File: src/rtl/painterengine_gpu_blend_writer_if.sv
// Write-side bus of the blend writer: burst request/ack plus beat valid/ready.
// Master is the writer, slave is the memory port.
interface painterengine_gpu_blend_writer_if;
    logic        o_wire_wr_req;
    logic [31:0] o_wire_wr_addr;
    logic [7:0]  o_wire_wr_len;
    logic        i_wire_wr_ack;
    logic [31:0] o_wire_wr_data;
    logic        o_wire_wr_data_valid;
    logic        i_wire_wr_data_ready;

    modport master (
        output o_wire_wr_req,
        output o_wire_wr_addr,
        output o_wire_wr_len,
        output o_wire_wr_data,
        output o_wire_wr_data_valid,
        input  i_wire_wr_ack,
        input  i_wire_wr_data_ready
    );

    modport slave (
        input  o_wire_wr_req,
        input  o_wire_wr_addr,
        input  o_wire_wr_len,
        input  o_wire_wr_data,
        input  o_wire_wr_data_valid,
        output i_wire_wr_ack,
        output i_wire_wr_data_ready
    );
endinterface

File: src/rtl/painterengine_gpu_blend_writer.sv
// Buffers the blended pixel stream in a FIFO and writes it to a destination
// rectangle as row-bounded bursts; pulses done after width*height pixels.
module painterengine_gpu_blend_writer #(
    parameter int FIFO_DEPTH = 64,
    parameter int BURST_LEN  = 16
) (
    input  logic        i_wire_clock,
    input  logic        i_wire_resetn,
    input  logic        i_wire_start,
    input  logic [31:0] i_wire_dst_addr,
    input  logic [15:0] i_wire_width,
    input  logic [15:0] i_wire_height,
    input  logic [31:0] i_wire_stride,
    input  logic [31:0] i_wire_data_in,
    input  logic        i_wire_data_valid,
    painterengine_gpu_blend_writer_if.master wr_bus,
    output logic        o_wire_busy,
    output logic        o_wire_done,
    output logic        o_wire_overflow
);
    localparam int          AW        = $clog2(FIFO_DEPTH);
    localparam logic [AW:0] DEPTH_C   = (AW+1)'(FIFO_DEPTH);
    localparam logic [AW:0] PTR_ONE   = (AW+1)'(1);
    localparam logic [AW:0] PTR_ZERO  = (AW+1)'(0);
    localparam logic [7:0]  BURST_C   = 8'(BURST_LEN);
    localparam logic [15:0] BURST16_C = 16'(BURST_LEN);

    localparam logic [1:0] ST_IDLE = 2'd0;
    localparam logic [1:0] ST_REQ  = 2'd1;
    localparam logic [1:0] ST_DATA = 2'd2;
    localparam logic [1:0] ST_DONE = 2'd3;

    logic [1:0]  state_q, state_d;
    logic [15:0] width_q, width_d;
    logic [15:0] height_q, height_d;
    logic [31:0] stride_q, stride_d;
    logic [31:0] row_base_q, row_base_d;
    logic [15:0] col_q, col_d;
    logic [15:0] row_q, row_d;
    logic [7:0]  beat_q, beat_d;
    logic [31:0] total_q, total_d;
    logic [31:0] accepted_q, accepted_d;
    logic        overflow_q, overflow_d;
    logic        busy_q;
    logic        done_q;
    logic [AW:0] wr_ptr_q, wr_ptr_d;
    logic [AW:0] rd_ptr_q, rd_ptr_d;
    logic [31:0] fifo_mem_q [FIFO_DEPTH];

    logic [AW:0] fifo_cnt_s;
    logic        fifo_empty_s;
    logic        fifo_full_s;
    logic [15:0] rem_s;
    logic [7:0]  burst_len_s;
    logic [31:0] burst_addr_s;
    logic        req_s;
    logic        ack_s;
    logic        accepting_s;
    logic        pop_s;
    logic        push_s;
    logic        drop_s;
    logic        last_beat_s;
    logic [15:0] col_sum_s;
    logic        row_end_s;
    logic [15:0] row_next_s;

    assign fifo_cnt_s   = wr_ptr_q - rd_ptr_q;
    assign fifo_empty_s = (fifo_cnt_s == PTR_ZERO);
    assign fifo_full_s  = (fifo_cnt_s == DEPTH_C);

    // A burst is clipped to the end of the current row.
    assign rem_s        = width_q - col_q;
    assign burst_len_s  = (rem_s > BURST16_C) ? BURST_C : rem_s[7:0];
    assign burst_addr_s = row_base_q + {14'd0, col_q, 2'b00};

    // Only request once the whole burst is already buffered, so beats never starve.
    assign req_s       = (state_q == ST_REQ) && (32'(fifo_cnt_s) >= {24'd0, burst_len_s});
    assign ack_s       = req_s && wr_bus.i_wire_wr_ack;
    assign pop_s       = (state_q == ST_DATA) && !fifo_empty_s && wr_bus.i_wire_wr_data_ready;
    assign accepting_s = ((state_q == ST_REQ) || (state_q == ST_DATA)) && i_wire_data_valid
                         && (accepted_q < total_q);
    assign push_s      = accepting_s && (!fifo_full_s || pop_s);
    assign drop_s      = accepting_s && fifo_full_s && !pop_s;
    assign last_beat_s = pop_s && (beat_q == (burst_len_s - 8'd1));
    assign col_sum_s   = col_q + {8'd0, burst_len_s};
    assign row_end_s   = (col_sum_s == width_q);
    assign row_next_s  = row_end_s ? (row_q + 16'd1) : row_q;

    // Next-state logic for the FSM, job registers and FIFO pointers.
    always_comb begin
        state_d    = state_q;
        width_d    = width_q;
        height_d   = height_q;
        stride_d   = stride_q;
        row_base_d = row_base_q;
        col_d      = col_q;
        row_d      = row_q;
        beat_d     = beat_q;
        total_d    = total_q;
        accepted_d = push_s ? (accepted_q + 32'd1) : accepted_q;
        overflow_d = drop_s ? 1'b1 : overflow_q;
        wr_ptr_d   = push_s ? (wr_ptr_q + PTR_ONE) : wr_ptr_q;
        rd_ptr_d   = pop_s ? (rd_ptr_q + PTR_ONE) : rd_ptr_q;

        case (state_q)
            ST_IDLE: begin
                if (i_wire_start) begin
                    width_d    = i_wire_width;
                    height_d   = i_wire_height;
                    stride_d   = i_wire_stride;
                    row_base_d = i_wire_dst_addr;
                    col_d      = 16'd0;
                    row_d      = 16'd0;
                    beat_d     = 8'd0;
                    total_d    = {16'd0, i_wire_width} * {16'd0, i_wire_height};
                    accepted_d = 32'd0;
                    overflow_d = 1'b0;
                    wr_ptr_d   = PTR_ZERO;
                    rd_ptr_d   = PTR_ZERO;
                    if ((i_wire_width == 16'd0) || (i_wire_height == 16'd0)) begin
                        state_d = ST_DONE;
                    end else begin
                        state_d = ST_REQ;
                    end
                end else begin
                    state_d = ST_IDLE;
                end
            end
            ST_REQ: begin
                if (ack_s) begin
                    state_d = ST_DATA;
                    beat_d  = 8'd0;
                end else begin
                    state_d = ST_REQ;
                end
            end
            ST_DATA: begin
                if (last_beat_s) begin
                    beat_d = 8'd0;
                    row_d  = row_next_s;
                    if (row_end_s) begin
                        col_d      = 16'd0;
                        row_base_d = row_base_q + stride_q;
                    end else begin
                        col_d = col_sum_s;
                    end
                    state_d = (row_next_s == height_q) ? ST_DONE : ST_REQ;
                end else if (pop_s) begin
                    beat_d = beat_q + 8'd1;
                end else begin
                    beat_d = beat_q;
                end
            end
            ST_DONE: begin
                state_d = ST_IDLE;
            end
            default: begin
                state_d = ST_IDLE;
            end
        endcase
    end

    // State and counter registers; reset clears everything, including mid-burst.
    always_ff @(posedge i_wire_clock or negedge i_wire_resetn) begin
        if (!i_wire_resetn) begin
            state_q    <= ST_IDLE;
            width_q    <= 16'd0;
            height_q   <= 16'd0;
            stride_q   <= 32'd0;
            row_base_q <= 32'd0;
            col_q      <= 16'd0;
            row_q      <= 16'd0;
            beat_q     <= 8'd0;
            total_q    <= 32'd0;
            accepted_q <= 32'd0;
            overflow_q <= 1'b0;
            busy_q     <= 1'b0;
            done_q     <= 1'b0;
            wr_ptr_q   <= PTR_ZERO;
            rd_ptr_q   <= PTR_ZERO;
        end else begin
            state_q    <= state_d;
            width_q    <= width_d;
            height_q   <= height_d;
            stride_q   <= stride_d;
            row_base_q <= row_base_d;
            col_q      <= col_d;
            row_q      <= row_d;
            beat_q     <= beat_d;
            total_q    <= total_d;
            accepted_q <= accepted_d;
            overflow_q <= overflow_d;
            busy_q     <= (state_d != ST_IDLE);
            done_q     <= (state_q == ST_DONE);
            wr_ptr_q   <= wr_ptr_d;
            rd_ptr_q   <= rd_ptr_d;
        end
    end

    // Pixel storage; contents are qualified by the pointers so no reset is needed.
    always_ff @(posedge i_wire_clock) begin
        if (push_s) begin
            fifo_mem_q[wr_ptr_q[AW-1:0]] <= i_wire_data_in;
        end
    end

    assign wr_bus.o_wire_wr_req        = req_s;
    assign wr_bus.o_wire_wr_addr       = req_s ? burst_addr_s : 32'd0;
    assign wr_bus.o_wire_wr_len        = req_s ? burst_len_s : 8'd0;
    assign wr_bus.o_wire_wr_data_valid = (state_q == ST_DATA) && !fifo_empty_s;
    assign wr_bus.o_wire_wr_data       = wr_bus.o_wire_wr_data_valid ?
                                         fifo_mem_q[rd_ptr_q[AW-1:0]] : 32'd0;
    assign o_wire_busy     = busy_q;
    assign o_wire_done     = done_q;
    assign o_wire_overflow = overflow_q;
endmodule

File: src/flat_wrapper.sv
// flat-port wrapper written by rule: the top's interface ports become plain ports
module painterengine_gpu_blend_writer_flat 
#(
    parameter int FIFO_DEPTH = 64,
    parameter int BURST_LEN  = 16
)
  (i_wire_clock, i_wire_resetn, i_wire_start, i_wire_dst_addr, i_wire_width, i_wire_height, i_wire_stride, i_wire_data_in, i_wire_data_valid, o_wire_busy, o_wire_done, o_wire_overflow, wr_bus_o_wire_wr_req, wr_bus_o_wire_wr_addr, wr_bus_o_wire_wr_len, wr_bus_o_wire_wr_data, wr_bus_o_wire_wr_data_valid, wr_bus_i_wire_wr_ack, wr_bus_i_wire_wr_data_ready);
  painterengine_gpu_blend_writer_if wr_bus_i ();
  input  logic i_wire_clock;
  input  logic i_wire_resetn;
  input  logic i_wire_start;
  input  logic [31:0] i_wire_dst_addr;
  input  logic [15:0] i_wire_width;
  input  logic [15:0] i_wire_height;
  input  logic [31:0] i_wire_stride;
  input  logic [31:0] i_wire_data_in;
  input  logic i_wire_data_valid;
  output logic o_wire_busy;
  output logic o_wire_done;
  output logic o_wire_overflow;
  output wire logic [$bits(wr_bus_i.o_wire_wr_req)-1:0] wr_bus_o_wire_wr_req;
  output wire logic [$bits(wr_bus_i.o_wire_wr_addr)-1:0] wr_bus_o_wire_wr_addr;
  output wire logic [$bits(wr_bus_i.o_wire_wr_len)-1:0] wr_bus_o_wire_wr_len;
  output wire logic [$bits(wr_bus_i.o_wire_wr_data)-1:0] wr_bus_o_wire_wr_data;
  output wire logic [$bits(wr_bus_i.o_wire_wr_data_valid)-1:0] wr_bus_o_wire_wr_data_valid;
  input wire logic [$bits(wr_bus_i.i_wire_wr_ack)-1:0] wr_bus_i_wire_wr_ack;
  input wire logic [$bits(wr_bus_i.i_wire_wr_data_ready)-1:0] wr_bus_i_wire_wr_data_ready;
  assign wr_bus_o_wire_wr_req = wr_bus_i.o_wire_wr_req;
  assign wr_bus_o_wire_wr_addr = wr_bus_i.o_wire_wr_addr;
  assign wr_bus_o_wire_wr_len = wr_bus_i.o_wire_wr_len;
  assign wr_bus_o_wire_wr_data = wr_bus_i.o_wire_wr_data;
  assign wr_bus_o_wire_wr_data_valid = wr_bus_i.o_wire_wr_data_valid;
  assign wr_bus_i.i_wire_wr_ack = wr_bus_i_wire_wr_ack;
  assign wr_bus_i.i_wire_wr_data_ready = wr_bus_i_wire_wr_data_ready;
  painterengine_gpu_blend_writer #(.FIFO_DEPTH(FIFO_DEPTH), .BURST_LEN(BURST_LEN)) u_core (.i_wire_clock(i_wire_clock), .i_wire_resetn(i_wire_resetn), .i_wire_start(i_wire_start), .i_wire_dst_addr(i_wire_dst_addr), .i_wire_width(i_wire_width), .i_wire_height(i_wire_height), .i_wire_stride(i_wire_stride), .i_wire_data_in(i_wire_data_in), .i_wire_data_valid(i_wire_data_valid), .wr_bus(wr_bus_i), .o_wire_busy(o_wire_busy), .o_wire_done(o_wire_done), .o_wire_overflow(o_wire_overflow));
endmodule
File: config.mk
export PLATFORM = sky130hd
export DESIGN_NAME = painterengine_gpu_blend_writer_flat
export DESIGN_NICKNAME = d
export VERILOG_FILES = /design/src/rtl/painterengine_gpu_blend_writer_if.sv /design/src/rtl/painterengine_gpu_blend_writer.sv /design/src/flat_wrapper.sv
export SDC_FILE = /design/constraint.sdc
export NUM_CORES = 2
export LEC_CHECK = 0
export CORE_MARGIN = 1.5
export CORE_UTILIZATION = 35
export CTS_BUF_LIST = sky130_fd_sc_hd__clkbuf_16
export DETAILED_ROUTE_END_ITERATION = 10
export PLACE_DENSITY_LB_ADDON = 0.25
export SLEW_MARGIN = 20
export SYNTH_ARGS = -nofsm -noshare
export SYNTH_HDL_FRONTEND = slang
export SYNTH_SLANG_ARGS = --single-unit
File: constraint.sdc
create_clock -name i_wire_clock -period 7.75 [get_ports i_wire_clock]
set_input_delay 1.9375 -clock i_wire_clock [delete_from_list [all_inputs] [get_ports i_wire_clock]]
set_output_delay 1.9375 -clock i_wire_clock [all_outputs]
set_load 0.1 [all_outputs]
* After elaboration in Yosys (flattened, before gate mapping)
Memories as Yosys holds them, arrays and structs flattened.
Index checks and enable logic that the tools add are counted.
** Cells by class
- Equality and inequality tests :: 12
- Magnitude comparators :: 3
- $add $sub $neg :: 11
- $mul :: 1
- Reductions and logical operators :: 27
- Multiplexer cells :: 40
** Operators by type and width (number)
- $mux W32 :: 8
- $mux W16 :: 5
- $pmux W16 S2 :: 2
- $pmux W32 S2 :: 1
- $mux W8 :: 6
- $mux W7 :: 6
- $add A32 B1 Y32 const B :: 1
- $add A32 B18 Y32 :: 1
- $add A32 B32 Y32 :: 1
- $eq A16 B16 Y1 :: 2
- $logic_not A16 Y1 :: 2
- $lt A32 B32 Y1 :: 1
- $mul A16 B16 Y32 :: 1
- $pmux W8 S3 :: 1
- $add A16 B1 Y16 const B :: 1
- $add A16 B8 Y16 :: 1
- $gt A16 B5 Y1 const B :: 1
- $sub A16 B16 Y16 :: 1
- $add A7 B1 Y7 const B :: 2
- $logic_and A1 B1 Y1 :: 10
- $mux W2 :: 5
- $add A8 B1 Y8 const B :: 1
- $eq A8 B8 Y1 :: 1
- $ge A7 B8 Y1 :: 1
- 19 further kinds :: 32
** Storage, ports and cells
- Logic and storage cells :: 110
- Register bits :: 219
- Bits of input ports :: 134
- Memories :: 1
- Output and inout bits :: 77
- Bits in writable memories :: 2048
** Memory list
- u_core.fifo_mem_q :: depth 64, width 32, rd ports 1, clocked after memory_dff 0, wr ports 1, line painterengine_gpu_blend_writer.sv:48 : logic [31:0] fifo_mem_q [FIFO_DEPTH];

* Longest topological paths before layout
- Depth after elaboration :: 11
- Depth in mapped cells :: 29
- Mapped depth without buffers :: 28

* Worst setup path before layout
No wires, ideal clock.
- Path type :: input -> register
- From :: input port i_wire_width[13]
- To :: register u_core.total_q[31]
- Data required time :: 7.617 ns
- Setup time :: 0.133 ns
- Stages :: 25
- Path buffers :: 2
- Arrival time :: 8.104 ns
- Path slack :: -0.487 ns
- Cell sequence :: clkbuf_1 -> clkbuf_1 -> nand2_1 -> fa_1 -> inv_1 -> fa_1 -> inv_1 -> fa_1 -> inv_1 -> fa_1 -> inv_1 -> fa_1 -> inv_1 -> fa_1 -> ha_1 -> a21o_1 -> a21o_1 -> a221oi_1 -> o21a_1 -> o21ai_0 -> nor4_1 -> o31ai_1 -> o41ai_1 -> xnor2_1 -> o21ai_0
** Between the ends
- Word-level cells in the longest chain between the ends :: 1
** RTL lines
- start: declaration :: line flat_wrapper.sv:13 : input logic [15:0] i_wire_width;
- $mul A16 B16 Y32 :: line painterengine_gpu_blend_writer.sv:115 : total_d = {16'd0, i_wire_width} * {16'd0, i_wire_height};
- end signal: assignment :: line painterengine_gpu_blend_writer.sv:190 : total_q <= total_d;
- end: declaration :: line painterengine_gpu_blend_writer.sv:41 : logic [31:0] total_q, total_d;
Every way passes these cells.
A chain may end at the register's enable or synchronous reset.

* Worst setup path in the final report
- From :: register u_core.width_q[0]
- To :: output port wr_bus_o_wire_wr_addr[19]
** Between the ends
- Word-level cells in the longest chain between the ends :: 6
** RTL lines
- start: declaration :: line painterengine_gpu_blend_writer.sv:34 : logic [15:0] width_q, width_d;
- start signal: assignment :: line painterengine_gpu_blend_writer.sv:183 : width_q <= width_d;
- $sub A16 B16 Y16 * :: line painterengine_gpu_blend_writer.sv:72 : assign rem_s = width_q - col_q;
- $gt A16 B5 Y1 :: line painterengine_gpu_blend_writer.sv:73 : assign burst_len_s = (rem_s > BURST16_C) ? BURST_C : rem_s[7:0];
- $mux W8 * :: line painterengine_gpu_blend_writer.sv:73
- $ge A7 B8 Y1 * :: line painterengine_gpu_blend_writer.sv:77 : assign req_s = (state_q == ST_REQ) && (32'(fifo_cnt_s) >= {24'd0, burst_len_s});
- $logic_and A1 B1 Y1 * :: line painterengine_gpu_blend_writer.sv:77
- $mux W32 * :: line painterengine_gpu_blend_writer.sv:208 : assign wr_bus.o_wire_wr_addr = req_s ? burst_addr_s : 32'd0;
- end: declaration :: line flat_wrapper.sv:22 : output wire logic [$bits(wr_bus_i.o_wire_wr_addr)-1:0] wr_bus_o_wire_wr_addr;
Every way passes the cells marked *; elsewhere a longest branch is shown, timed or not.

==> metrics.txt <==
reg2reg setup slack 0.68 ns; Iteration-0 DRC Markers 5629; Synth Area in Compound Gates 3.24%; Clock Power Share 29.9%; DRT Pass-1 Iters 5; initial core utilization 35.3%; Reg clk slew, reported paths 0.06 ns; Ys Warns 0; htree depth 4; grt total ovfl 0; post-layout util 41.3%; worst r2r dst u_core.row_base_q[29]$_DFFE_PN0P_; Hold Path Class flip-flop to flip-flop; mean instance size in the synthesized netlist 17.1 sq um; number of vias per cell 5.41; Area growth, synth to finish 17.2%; Final HPWL DP 173000 microns; IO Pins 211; RSZ-0062 raised after global routing yes; Sw Share 31.1%; GPL Wtd Cong 0.848; Mapped Cells 6006; Synth Area in XOR/XNOR 1.55%; core area 292000 sq um; Setup-failing EPs final 0; final hold slack 0.482 ns; pwr/cell area 305 nW/um^2; initial antenna violation count 20; prevailing post-synth register cell edfxtp_1; reg2reg path depth 31; largest family of logic cells by synthesized area multiplexers; multiplexer share of the synthesized area 15.3%; Psw 11500 uW; clk sink count 2267; CTS root buf clkbuf_16; CTS tree built; placed cell area 112000 sq um; flops & latches, synth 2267; Routed WL 289000 microns; area of the multi-input gates 34400 sq um; cell area after layout 121000 sq um; # nets final 7071; Post-synth EDFFs 2048; I/O Buffers 207; sequential fraction of the synthesis area 65.1%; status completed; most used cell, CP a21o_1; Max IR drop VDD 419 uV; reg2reg start u_core.width_q[0]$_DFFE_PN0P_; Synth Cell Area 103000 sq um; clock buffers created by TritonCTS 239; synthesized-area fraction occupied by and/or/nand/nor cells 5.82%; fmax 132 MHz; DIE AREA 297000 sq um; total track usage 19.2%; critical path arrival 5.66 ns; share of layout cells above drive strength 1 25.1%; DR DRC count 0; max incr delay on CP 0.40 ns; final hold vios 0; Crit path max-delay family compound AO/OA/AOI/OAI gates; required time of the critical path 5.81 ns; Comb power frac 31.4%; Max Cap Viol 0; crit end category primary output; Final min period 7.60 ns; critical setup path kind flip-flop to primary output; Stages on worst setup path 27; sequential share of power 38.7%; Max Fanout on Critical Path 5; clk buf depth 4; clock skew 0.143 ns; count of cell types in the netlist 93; Worst setup startpoint u_core.width_q[0]$_DFFE_PN0P_; post-synth top area share 59.7%; vias in the first global route 58300; FFs w/ async S/R, synth 9.66%; Max Slew Vio Count 0; CTS Hold Bufs 0; die height 545 microns; crit path to wr_bus_o_wire_wr_addr[19]; area leader, netlist edfxtp_1; Slowest cell on crit path dfrtp_1; num rows 198; dominant cells by area after synthesis edfxtp_1, mux4_2, dfrtp_1; FF+latch area 67000 sq um; Fill cells 26200; P_int 25400 uW; worst skew pair latency 0.93 ns; Routed wire per std cell 27.3 microns; die width 545 microns; Worst Path Buf+Inv 7; Adder-Cell Fraction of Synth Area 6.64%; actual slew at the worst max-slew pin 1.13 ns; via count 57400; startpoint types flip-flop; Final period util 98.1%; slew margin rel. 24.5%; Lkg Pwr 0.0415 uW; largest net degree at the start of global routing 131; first-pass GRT wire length 418000 microns; Post-DRT Antenna Nets 0
-- cells in the final DEF, fill, tap and decap left out, types with 20 or more instances in the layout --
cell | Yosys | routed
mux2i_1 | 21 | 21
clkdlybuf4s50_1 | 0 | 91
a21o_1 | 54 | 53
ha_1 | 228 | 216
mux2_4 | 23 | 23
xor2_1 | 74 | 74
nor2_1 | 245 | 155
a211oi_1 | 25 | 25
a31oi_1 | 21 | 21
clkinv_2 | 0 | 44
xnor2_1 | 101 | 100
nor2_2 | 1 | 22
inv_1 | 343 | 380
dfrtp_1 | 219 | 209
a21oi_1 | 104 | 98
and3_1 | 75 | 75
and2_1 | 104 | 103
or3_1 | 28 | 27
mux4_2 | 665 | 665
fa_1 | 199 | 197
nor3_1 | 53 | 51
buf_12 | 0 | 74
o21ai_0 | 96 | 95
nor2_4 | 0 | 69
nand4_1 | 33 | 33
nor4_1 | 23 | 22
nor2b_1 | 25 | 25
nand2_1 | 533 | 529
clkbuf_16 | 0 | 245
nand3_1 | 55 | 55
bufinv_16 | 0 | 20
clkinv_1 | 0 | 56
edfxtp_1 | 2048 | 2048
buf_4 | 3 | 365
o211ai_1 | 24 | 24
-- worst min-delay path by stage --
stage | start | to | slack [ns] | depth (start not counted)
2_1_floorplan | u_core.total_q[0]$_DFFE_PN0P_ | u_core.total_q[0]$_DFFE_PN0P_ | 0.44 | 2
4_1_cts | u_core.stride_q[15]$_DFFE_PN0P_ | u_core.stride_q[15]$_DFFE_PN0P_ | 0.49 | 2
6_report | u_core.total_q[11]$_DFFE_PN0P_ | u_core.total_q[11]$_DFFE_PN0P_ | 0.48 | 2
5_1_grt | u_core.stride_q[18]$_DFFE_PN0P_ | u_core.stride_q[18]$_DFFE_PN0P_ | 0.51 | 2
3_3_place_gp | u_core.stride_q[15]$_DFFE_PN0P_ | u_core.stride_q[15]$_DFFE_PN0P_ | 0.46 | 2
3_5_place_dp | u_core.stride_q[19]$_DFFE_PN0P_ | u_core.stride_q[19]$_DFFE_PN0P_ | 0.47 | 2
-- power groups by stage --
stage          sequential, uW  combinational [uW]  clock (uW)
2_1_floorplan           14300                7290           0
5_1_grt                 14300               12800       11700
3_5_place_dp            14500               11000           0
3_3_place_gp            14500               11000           0
6_report                14200               11600       11000
4_1_cts                 14200               11400       11200
-- through the flow --
step	instances	setup slack (ns)	setup TNS (ns)	total power [uW]
after detailed placement	10100	-1.01	-8.87	25500
after CTS	10600	0.00548	0	36900
final	10600	0.150	0	36800
after global routing	10600	-0.0954	-1.51	38800
after global placement	10100	-0.971	-8.96	25500
after floorplan	6012	-0.210	-0.210	21600
-- state kept, by name (all words and copies together) (netlist names), 2 cells and up --
name and flops:
u_core.fifo_mem_q 2048, u_core.accepted_q 32, u_core.row_base_q 32, u_core.stride_q 32, u_core.total_q 32, u_core.col_q 16, u_core.height_q 16, u_core.row_q 16
u_core.width_q 16, u_core.beat_q 8, u_core.rd_ptr_q 7, u_core.wr_ptr_q 7, u_core.state_q 2
-- routing by layer --
layer | global-route usage (%) | part of all wire, % | wire (microns) | vias up
li1 | - | - | - | 24300
met1 | 27.6 | 44 | 126000 | 30800
met2 | 30.7 | 48 | 137000 | 1976
met3 | 2.89 | 6.5 | 18800 | 383
met4 | 4.50 | 2.3 | 6580 | 6
met5 | 0 | 0.014 | 41 | -
-- what timing repair did --
item / in CTS / in global routing
setup buffers: 14 / 7
pin swaps: 23 / 23
gates resized for setup: 52 / 64
cloned: 4 / 1
endpoints found under the setup margin: 39 / 45
-- synthesized netlist by cell type (54+ instances only) --
| library cell | instances |
|---|---|
| xor2_1 | 74 |
| ha_1 | 228 |
| edfxtp_1 | 2048 |
| and3_1 | 75 |
| buf_1 | 67 |
| nor2_1 | 245 |
| fa_1 | 199 |
| nand2_1 | 533 |
| inv_1 | 343 |
| dfrtp_1 | 219 |
| mux4_2 | 665 |
| o21ai_0 | 96 |
| nand3_1 | 55 |
| clkbuf_1 | 227 |
| a21o_1 | 54 |
| a21oi_1 | 104 |
| xnor2_1 | 101 |
| and2_1 | 104 |
-- final cells by class --
type / count / area share [%]
Sequential cell: 2267 / 55.5
Multi-Input combinational cell: 3091 / 28.6
Clock buffer: 242 / 5.02
Timing Repair Buffer: 565 / 4.60
Tap cell: 3900 / 4.05
Clock inverter: 181 / 1.13
Inverter: 346 / 1.09
Antenna cell: 6 / 0.0124
-- worst reg2reg max path, delay by kind of cell (launching register included) --
kind                     cells  cell delay, ns
AND/OR/NAND/NOR              7            1.06
flip-flops                   1            0.40
adder cells (fa/ha/maj)      3            0.75
AO/OA/AOI/OAI               11            3.17
multiplexers                 1            0.35
buffers and inverters        9            1.24
-- cells by family (layout without fill, tap and decap cells) --
kind of cell    Yosys count  in the layout
fa+ha+maj               427            427
compound gates          485            485
flops                  2267           2267
buf+inv                 654           1334
other cells               2             14
mux                     724            724
simple gates           1269           1269
xor+xnor                178            178
Note: power is estimated with default switching activity, not from simulation.
